===== src/rtl/arb_pkg.sv =====
// Shared definitions for the round-robin arbiter: FSM encoding and default sizing.
package arb_pkg;

    typedef enum logic [1:0] {
        IDLE  = 2'b00,
        GRANT = 2'b01,
        GAP   = 2'b10
    } arb_state_e;

    localparam int ARB_N        = 5;
    localparam int ARB_IDW      = 3;
    localparam int ARB_MAX_HOLD = 8;

endpackage


===== src/rtl/rr_mod_ptr.sv =====
// Round-robin pointer: mod-N register that loads (load_val + 1) mod N when load_en is high.
module rr_mod_ptr
    import arb_pkg::*;
#(
    parameter int N = ARB_N,
    parameter int W = ARB_IDW
) (
    input  logic         clk,
    input  logic         rst_n,
    input  logic         load_en,
    input  logic [W-1:0] load_val,
    output logic [W-1:0] value
);

    logic [W-1:0] value_q;
    logic [W-1:0] value_d;

    // Next pointer: one past the loaded index, wrapping N-1 back to 0.
    always_comb begin
        value_d = value_q;
        if (load_en) begin
            value_d = (load_val == W'(N - 1)) ? '0 : load_val + W'(1);
        end
    end

    // Pointer register, cleared asynchronously.
    always_ff @(posedge clk or negedge rst_n) begin
        if (!rst_n) value_q <= '0;
        else        value_q <= value_d;
    end

    assign value = value_q;

endmodule


===== src/rtl/rr5_arbiter.sv =====
// Round-robin arbiter for N requesters with registered one-hot grant.
// Optional grant timeout compiled in with macro RR5_ARBITER_TIMEOUT_EN.
//
// state | meaning
// IDLE  | no owner; arbitrate on req and load the grant on the same edge
// GRANT | owner holds gnt until rel, its req drops, or hold timeout
// GAP   | one dead cycle, gnt=0, before returning to IDLE
module rr5_arbiter
    import arb_pkg::*;
#(
    parameter int N        = ARB_N,
    parameter int MAX_HOLD = ARB_MAX_HOLD,
    parameter int IDW      = ARB_IDW
) (
    input  logic           clk,
    input  logic           rst_n,
    input  logic [N-1:0]   req,
    input  logic           rel,
    output logic [N-1:0]   gnt,
    output logic [IDW-1:0] gnt_id,
    output logic           busy,
    output logic           timeout
);

    if ((2 ** IDW) < N) begin : g_idw_chk
        $error("rr5_arbiter: IDW too narrow for N");
    end
    if (MAX_HOLD < 2) begin : g_hold_chk
        $error("rr5_arbiter: MAX_HOLD must be at least 2");
    end

    arb_state_e     state_q, state_d;
    logic [N-1:0]   gnt_q, gnt_d;
    logic [IDW-1:0] gnt_id_q, gnt_id_d;
    logic           busy_q, busy_d;
    logic           ptr_load;
    logic [IDW-1:0] ptr_val;
    logic [IDW:0]   cand;
    logic [IDW-1:0] win_idx;
    logic           win_found;
    logic           tmo_hit;

    rr_mod_ptr #(
        .N (N),
        .W (IDW)
    ) u_ptr (
        .clk      (clk),
        .rst_n    (rst_n),
        .load_en  (ptr_load),
        .load_val (gnt_id_q),
        .value    (ptr_val)
    );

    // Winner search: first set req bit starting at ptr, wrapping N-1 -> 0.
    always_comb begin
        win_found = 1'b0;
        win_idx   = '0;
        cand      = '0;
        for (int i = 0; i < N; i++) begin
            cand = {1'b0, ptr_val} + (IDW + 1)'(i);
            if (cand >= (IDW + 1)'(N)) cand = cand - (IDW + 1)'(N);
            if (!win_found && req[cand[IDW-1:0]]) begin
                win_found = 1'b1;
                win_idx   = cand[IDW-1:0];
            end
        end
    end

`ifdef RR5_ARBITER_TIMEOUT_EN
    localparam int HW = (MAX_HOLD > 1) ? $clog2(MAX_HOLD) : 1;

    logic [HW-1:0] hold_q, hold_d;
    logic          timeout_q, timeout_d;

    assign tmo_hit   = (state_q == GRANT) && (hold_q == HW'(MAX_HOLD - 1));
    assign timeout_d = tmo_hit && !rel && req[gnt_id_q];

    // Hold counter: zero outside GRANT, so it is clear on entry; saturates at MAX_HOLD-1.
    always_comb begin
        hold_d = '0;
        if (state_q == GRANT) begin
            hold_d = (hold_q == HW'(MAX_HOLD - 1)) ? hold_q : hold_q + HW'(1);
        end
    end

    // Hold counter and timeout pulse registers.
    always_ff @(posedge clk or negedge rst_n) begin
        if (!rst_n) begin
            hold_q    <= '0;
            timeout_q <= 1'b0;
        end else begin
            hold_q    <= hold_d;
            timeout_q <= timeout_d;
        end
    end

    assign timeout = timeout_q;
`else
    assign tmo_hit = 1'b0;
    assign timeout = 1'b0;
`endif

    // Next-state and registered-output logic.
    always_comb begin
        state_d  = state_q;
        gnt_d    = gnt_q;
        gnt_id_d = gnt_id_q;
        busy_d   = busy_q;
        ptr_load = 1'b0;
        case (state_q)
            IDLE: begin
                gnt_d  = '0;
                busy_d = 1'b0;
                if (win_found) begin
                    state_d        = GRANT;
                    gnt_d[win_idx] = 1'b1;
                    gnt_id_d       = win_idx;
                    busy_d         = 1'b1;
                end
            end
            GRANT: begin
                if (rel || !req[gnt_id_q] || tmo_hit) begin
                    state_d  = GAP;
                    gnt_d    = '0;
                    busy_d   = 1'b0;
                    ptr_load = 1'b1;
                end
            end
            GAP: begin
                state_d = IDLE;
                gnt_d   = '0;
                busy_d  = 1'b0;
            end
            default: begin
                state_d  = IDLE;
                gnt_d    = '0;
                gnt_id_d = '0;
                busy_d   = 1'b0;
            end
        endcase
    end

    // FSM and grant registers; reset drops the grant immediately.
    always_ff @(posedge clk or negedge rst_n) begin
        if (!rst_n) begin
            state_q  <= IDLE;
            gnt_q    <= '0;
            gnt_id_q <= '0;
            busy_q   <= 1'b0;
        end else begin
            state_q  <= state_d;
            gnt_q    <= gnt_d;
            gnt_id_q <= gnt_id_d;
            busy_q   <= busy_d;
        end
    end

    assign gnt    = gnt_q;
    assign gnt_id = gnt_id_q;
    assign busy   = busy_q;

endmodule


===== config.mk =====
export PLATFORM = sky130hd
export DESIGN_NAME = rr5_arbiter
export DESIGN_NICKNAME = d
export VERILOG_FILES = /design/src/rtl/arb_pkg.sv /design/src/rtl/rr_mod_ptr.sv /design/src/rtl/rr5_arbiter.sv
export SDC_FILE = /design/constraint.sdc
export NUM_CORES = 1
export LEC_CHECK = 0
export BUFFER_PORTS_ARGS = -buffer_cell sky130_fd_sc_hd__buf_2
export CAP_MARGIN = 15
export CORE_ASPECT_RATIO = 1.25
export CORE_MARGIN = 1
export CORE_UTILIZATION = 40
export CTS_CLUSTER_SIZE = 25
export DETAILED_ROUTE_END_ITERATION = 16
export GPL_TIMING_DRIVEN = 0
export PLACE_DENSITY = 0.64
export SYNTH_ARGS = -nofsm -noshare
export SYNTH_HDL_FRONTEND = slang
export SYNTH_SLANG_ARGS = --single-unit

===== constraint.sdc =====
create_clock -name clk -period 5.6 [get_ports clk]
set_clock_uncertainty 0.2 [all_clocks]
set_input_delay 1.12 -clock clk [delete_from_list [all_inputs] [get_ports clk]]
set_output_delay 1.12 -clock clk [all_outputs]
set_load 0.03 [all_outputs]

==> summary.md, run 1 <==
| Metric | Value |
|---|---|
| Syn_area_per_cell | 8.13 um2 |
| Outcome | completed |
| Crit path capture type | flop |
| Hold_buf cts | 0 |
| All-Layer GR Usage | 0.213 |
| Register bit total from synthesis | 14 |
| Leading area contributor after synthesis | dfrtp_1 |
| Area grow syn2layout | 10.5% |
| Via-to-Cell Ratio | 5.87 |
| Vias in the first global route | 1,758 |
| TritonRoute pass-1 iters | 4 |
| Initial antenna violation count | 0 |
| CTS tree | yes |
| Final setup violation count | 0 |
| Netlist cell types | 68 |
| Number of hold violations in the final report | 0 |
| CTS H-Tree Depth | 1 |
| Ys Warns | 0 |
| Total Wirelength | 4920 um |
| Nets@finish | 280 |
| Routed wire length per instance | 15.6 um |
| Worst-Margin Slew | 713 ps |
| Drt drc | 0 |
| Req. time, crit path | 5530 ps |
| Setup TNS | 0 ps |
| Max Transition Viols Final | 0 |
| # fillers | 481 |
| WP data arrival | 3790 ps |
| Startpoint types | flop |
| Count leader, synth | nor2_1 |
| Total CTS buffers | 3 |
| Initial DRC Count | 79 |
| Crit-path max FO | 11 |
| Starting Density | 0.428 |
| Main area contributors after synthesis | dfrtp_1 18%, ha_1 8.4%, nor2_1 4.7%, mux2i_1 3.6%, nand2_1 3.1% |
| Final Wtd Congestion | 0.936 |
| Antenna diode count | 0 |
| Vias post-DR | 1,849 |
| Unrepaired setup endpoints after global routing | no |
| Antenna Nets Post-Route | 0 |
| Sink Count | 14 |
| Die H | 79.8 um |
| Die ar. | 5120 um2 |
| Largest net degree at the start of global routing | 15 |
| Share of the clock period used by the worst path after layout | 0.689 |
| Main synth FF type | dfrtp_1 |
| Top-Level Pins | 18 |
| Number of synthesized flops with an enable pin | 0 |
| Core footprint | 4530 um2 |
| Share of flip-flops with an asynchronous set or reset | 1.00 |
| Layout cell share with drive strength beyond 1 | 0.187 |
| First-pass GRT wire length | 8450 um |
| Post-CTS setup buffers | 0 |
| Hold Path Class | reg2reg |
| Grt total ovfl | 0 |
| Max Clk Rate | 259 MHz |
| Final worst path period need | 3860 ps |
| Cells after synthesis | 238 |
| Post-DP HPWL | 3880 um |
| CTS Root Cell | clkbuf_8 |
| Row cnt | 27 |
| MaxCap Viol Count | 0 |
| CTS clk-pin slew, worst paths | 60 ps |
| Cts repair resizes | 0 |
| Area of the mapped netlist | 1940 um2 |
| Die X | 64.2 um |
| Max Root-Sink Buffers | 2 |
| Max-slew headroom | 0.520 |
| Clock Latency Late Sink | 240 ps |
| Share of the synthesized area in the top cell type | 0.181 |
| CP Class | reg2reg |
| Top cells by count, synth | 24 x nor2_1, 16 x nand2_1, 15 x inv_1 |
| Sequential fraction of the synthesis area | 0.181 |
| I/O Buffers | 15 |
| Syn Nets | 260 |
==> logic make-up (layout without fill, tap and decap cells) <==
| logic type | after synthesis | count (layout) | share of synthesized area |
|---|---|---|---|
| AOI/OAI and AO/OA | 71 | 71 | 0.290 |
| muxes | 14 | 14 | 0.0866 |
| xor gates and xnor gates | 4 | 4 | 0.0181 |
| other | 1 | 1 | 0.00194 |
| DFF | 14 | 14 | 0.181 |
| and+or+nand+nor | 92 | 92 | 0.262 |
| buffers and inverters | 28 | 47 | 0.0659 |
| adders and majority gates | 14 | 14 | 0.0944 |
==> area by class of cell <==
type | count | area [um2] | area share
timing repair buffer | 15 | 75.1 | 0.0351
inverter | 16 | 60.1 | 0.0281
multi-input combinational | 196 | 1460 | 0.682
clock buffer | 4 | 55.1 | 0.0257
buffer | 12 | 67.6 | 0.0316
sequential | 14 | 350 | 0.164
tap | 58 | 72.6 | 0.0339
==> worst max-delay path, cell delays in order, from the launching register on <==
cell and delay, ps:
dfrtp_1 430, buf_4 200, inv_2 200, ha_1 210, inv_1 60, fa_1 470
or4_1 500, a211oi_1 360, o21bai_1 240, or2_2 160, a32oi_1 90, a31oi_1 210
o2bb2ai_1 150, a32o_1 270
==> per-stage QoR <==
step | cells | cell area, um2 | worst slack, ps | hold slack, ps | util
2_1_floorplan | 238 | 1940 | 2170 | 260 | -
3_3_place_gp | 311 | 2080 | 1740 | 254 | 0.460
3_5_place_dp | 311 | 2080 | 1740 | 263 | 0.460
4_1_cts | 315 | 2140 | 1720 | 277 | 0.472
5_1_grt | 315 | 2140 | 1500 | 289 | 0.472
6_report | 315 | 2140 | 1740 | 276 | 0.472
==> flip-flops by register name, summed over array words and instances (netlist names) <==
name / flops
busy: 1
gnt: 5
gnt_id: 3
u_ptr.value: 3
state_q: 2
==> metal layers <==
metal / track usage / routed length [um] / part of all wire
met5: 0 / 0 / 0
met4: 0.107 / 219 / 0.045
met3: 0.0214 / 127 / 0.026
met2: 0.348 / 2270 / 0.46
met1: 0.277 / 2300 / 0.47
==> final timing paths <==
path / start / slack, ps / depth (start not counted) / endpoint
max in group asynchronous: rst_n / 4400 / 1 / u_ptr.value[2]
worst min-delay path: busy / 280 / 2 / busy
worst max-delay path: u_ptr.value[0] / 1740 / 13 / gnt[1]
min in group asynchronous: rst_n / 560 / 1 / gnt[2]
worst min register to register: busy / 280 / 2 / busy
worst max register to register: u_ptr.value[0] / 1740 / 13 / gnt[1]
==> cells in the final DEF, fill, tap and decap left out, types with 3 or more instances in the layout <==
cell	instances
clkbuf_8	4
or2_2	4
a32o_1	3
buf_4	3
nand2b_1	6
o21ai_0	7
nor2b_1	7
nor2_1	24
ha_1	13
nand2_1	16
a2bb2oi_1	3
xnor2_1	4
mux2i_1	7
inv_1	15
dfrtp_1	14
buf_2	18
nand3_1	4
a21o_1	3
clkbuf_1	4
a21oi_1	10
nand4_1	4
o2bb2ai_1	6
mux2_2	4
nor3_1	6
a31oi_1	6
a211oi_1	5
Power of run 1 is left out: the tool's default activity adds up to more than one toggle a clock period on the data nets, which glitch-free logic cannot reach.
==> run 2, diff against run 1 <==
- PLACE_DENSITY: 0.64 -> 0.67
- clock period: 5.6 -> 3.38 ns (I/O delays scaled with it)
==> summary.md, run 2 (same netlist as run 1, synthesis figures left out) <==
| Metric | Value |
|---|---|
| Outcome | completed (unchanged) |
| Layout cell share with drive strength beyond 1 | 0.349 (was 0.187) |
| Number of hold violations in the final report | 0 (unchanged) |
| Max reg flops | 5 (unchanged) |
| CTS clk-pin slew, worst paths | 60 ps (about the same) |
| Die ar. | 5120 um2 (unchanged) |
| Global Route met2 Usage | 0.380 (was 0.348) |
| Crit path capture type | flop (unchanged) |
| Setup TNS | 0 ps (unchanged) |
| Via-to-Cell Ratio | 5.84 (was 5.87) |
| I/O Buffers | 15 (unchanged) |
| Top-Level Pins | 18 (unchanged) |
| Final worst path period need | 3290 ps (was 3860 ps) |
| Largest net degree at the start of global routing | 15 (unchanged) |
| CP Class | reg2reg (unchanged) |
| Final setup violation count | 0 (unchanged) |
| Startpoint types | flop (unchanged) |
| Max-slew headroom | 0.640 (was 0.520) |
| Hold Path Class | in2async (was reg2reg) |
| CTS H-Tree Depth | 1 (unchanged) |
| Sequential cell area | 352 um2 (was 350 um2) |
| Die X | 64.2 um (unchanged) |
| Met3 Use GR | 0.0143 (was 0.0214) |
| Max Transition Viols Final | 0 (unchanged) |
| Non-filler instance count after layout | 336 (was 315) |
| Clock Latency Late Sink | 250 ps (was 240 ps) |
| Vias post-DR | 1,962 (was 1,849) |
| Most used routing layer in global routing | met2 (unchanged) |
| Die H | 79.8 um (unchanged) |
| Area grow syn2layout | 28.9% (was 10.5%) |
| All-Layer GR Usage | 0.217 (was 0.213) |
| TritonRoute pass-1 iters | 5 (was 4) |
| WP data arrival | 3230 ps (was 3790 ps) |
| Drt drc | 0 (unchanged) |
| MaxCap Viol Count | 0 (unchanged) |
| Most frequent cells in the layout | 23 x buf_4, 22 x nor2_1, 17 x buf_2 (was 24 x nor2_1, 18 x buf_2, 16 x nand2_1) |
| Multi-input combinational cell area | 1630 um2 (was 1460 um2) |
| Crit-path max FO | 7 (was 11) |
| Antenna diode count | 0 (unchanged) |
| # fillers | 437 (was 481) |
| Total CTS buffers | 3 (unchanged) |
| CTS Root Cell | clkbuf_8 (unchanged) |
| Max Clk Rate | 304 MHz (was 259 MHz) |
| Final WS setup | 87.4 ps (was 1740 ps) |
| Total Wirelength | 5450 um (was 4920 um) |
| First-pass GRT wire length | 8630 um (was 8450 um) |
| Initial antenna violation count | 0 (unchanged) |
| Placed Cells | 311 (unchanged) |
| Routed wire length per instance | 16.2 um (was 15.6 um) |
| Vias in the first global route | 1,828 (was 1,758) |
| Worst-Margin Slew | 534 ps (was 713 ps) |
| Row cnt | 27 (unchanged) |
| Core footprint | 4530 um2 (unchanged) |
| Nets@finish | 301 (was 280) |
| Post-DP HPWL | 3960 um (was 3880 um) |
| Initial DRC Count | 120 (was 79) |
| Antenna Nets Post-Route | 0 (unchanged) |
| Share of the clock period used by the worst path after layout | 0.974 (was 0.689) |
| Sink Count | 14 (unchanged) |
| CTS tree | yes (unchanged) |
| Post-Place Setup Slack | -475 ps (was 1740 ps) |
| Commonest non-fill, non-tap cell in the layout | buf_4 (was nor2_1) |
| Starting Density | 0.428 (unchanged) |
| Grt total ovfl | 0 (unchanged) |
| Grt met1 use | 0.276 (was 0.277) |
| Max Root-Sink Buffers | 2 (unchanged) |
| Req. time, crit path | 3320 ps (was 5530 ps) |
| Final Wtd Congestion | 0.926 (was 0.936) |
## run 2: through the flow
stage / util / instance area [um2] / hold WS (ps)
after floorplan: - / 1940 / 180
after global placement: 0.460 / 2080 / 255
after detailed placement: 0.460 / 2080 / 269
after CTS: 0.512 / 2320 / 131
after global routing: 0.551 / 2490 / 145
final: 0.551 / 2490 / 119
## run 2: worst max-delay path, stage by stage, from the launching register on
cell and delay, ps:
dfrtp_1 370, buf_6 170, inv_8 40, buf_4 130, ha_2 200, ha_4 250
a21oi_4 200, buf_4 140, a21boi_0 160, nor2_1 90, a21o_1 250, or3_1 400
a31oi_4 200, nor3_1 100, a32o_1 260
## run 2: worst paths after layout
path	start	to	slack, ps	cells past startpoint
worst max-delay path	u_ptr.value[0]	gnt[0]	90	14
worst min-delay path	rst_n	state_q[0]	120	1
worst max register to register	u_ptr.value[0]	gnt[0]	90	14
worst min register to register	gnt[4]	gnt[4]	280	2
max in group asynchronous	rst_n	u_ptr.value[1]	2600	1
min in group clk	gnt[4]	gnt[4]	280	2
## run 2: what timing repair did
action / 4_1_cts / 5_1_grt
buffers inserted: 13 / 8
resized for setup: 22 / 24
hold buffers: 0 / 0
pin swaps: 8 / 10
setup endpoints to repair: 11 / 10
## run 2: layout make-up
class                   count  share of cell area
multi-input cells         196               0.653
flip-flops and latches     14               0.141
repair buffers             36              0.0933
plain buffers              12              0.0326
well taps                  58              0.0291
inverters                  16              0.0286
clock buffers               4              0.0221
## run 2: per-layer routing
metal | vias up | wire length, um
met2 | 59 | 2690
li1 | 963 | -
met3 | 17 | 256
met5 | - | 0
met1 | 923 | 2320
met4 | 0 | 183
Power of run 2 is left out for the same reason.
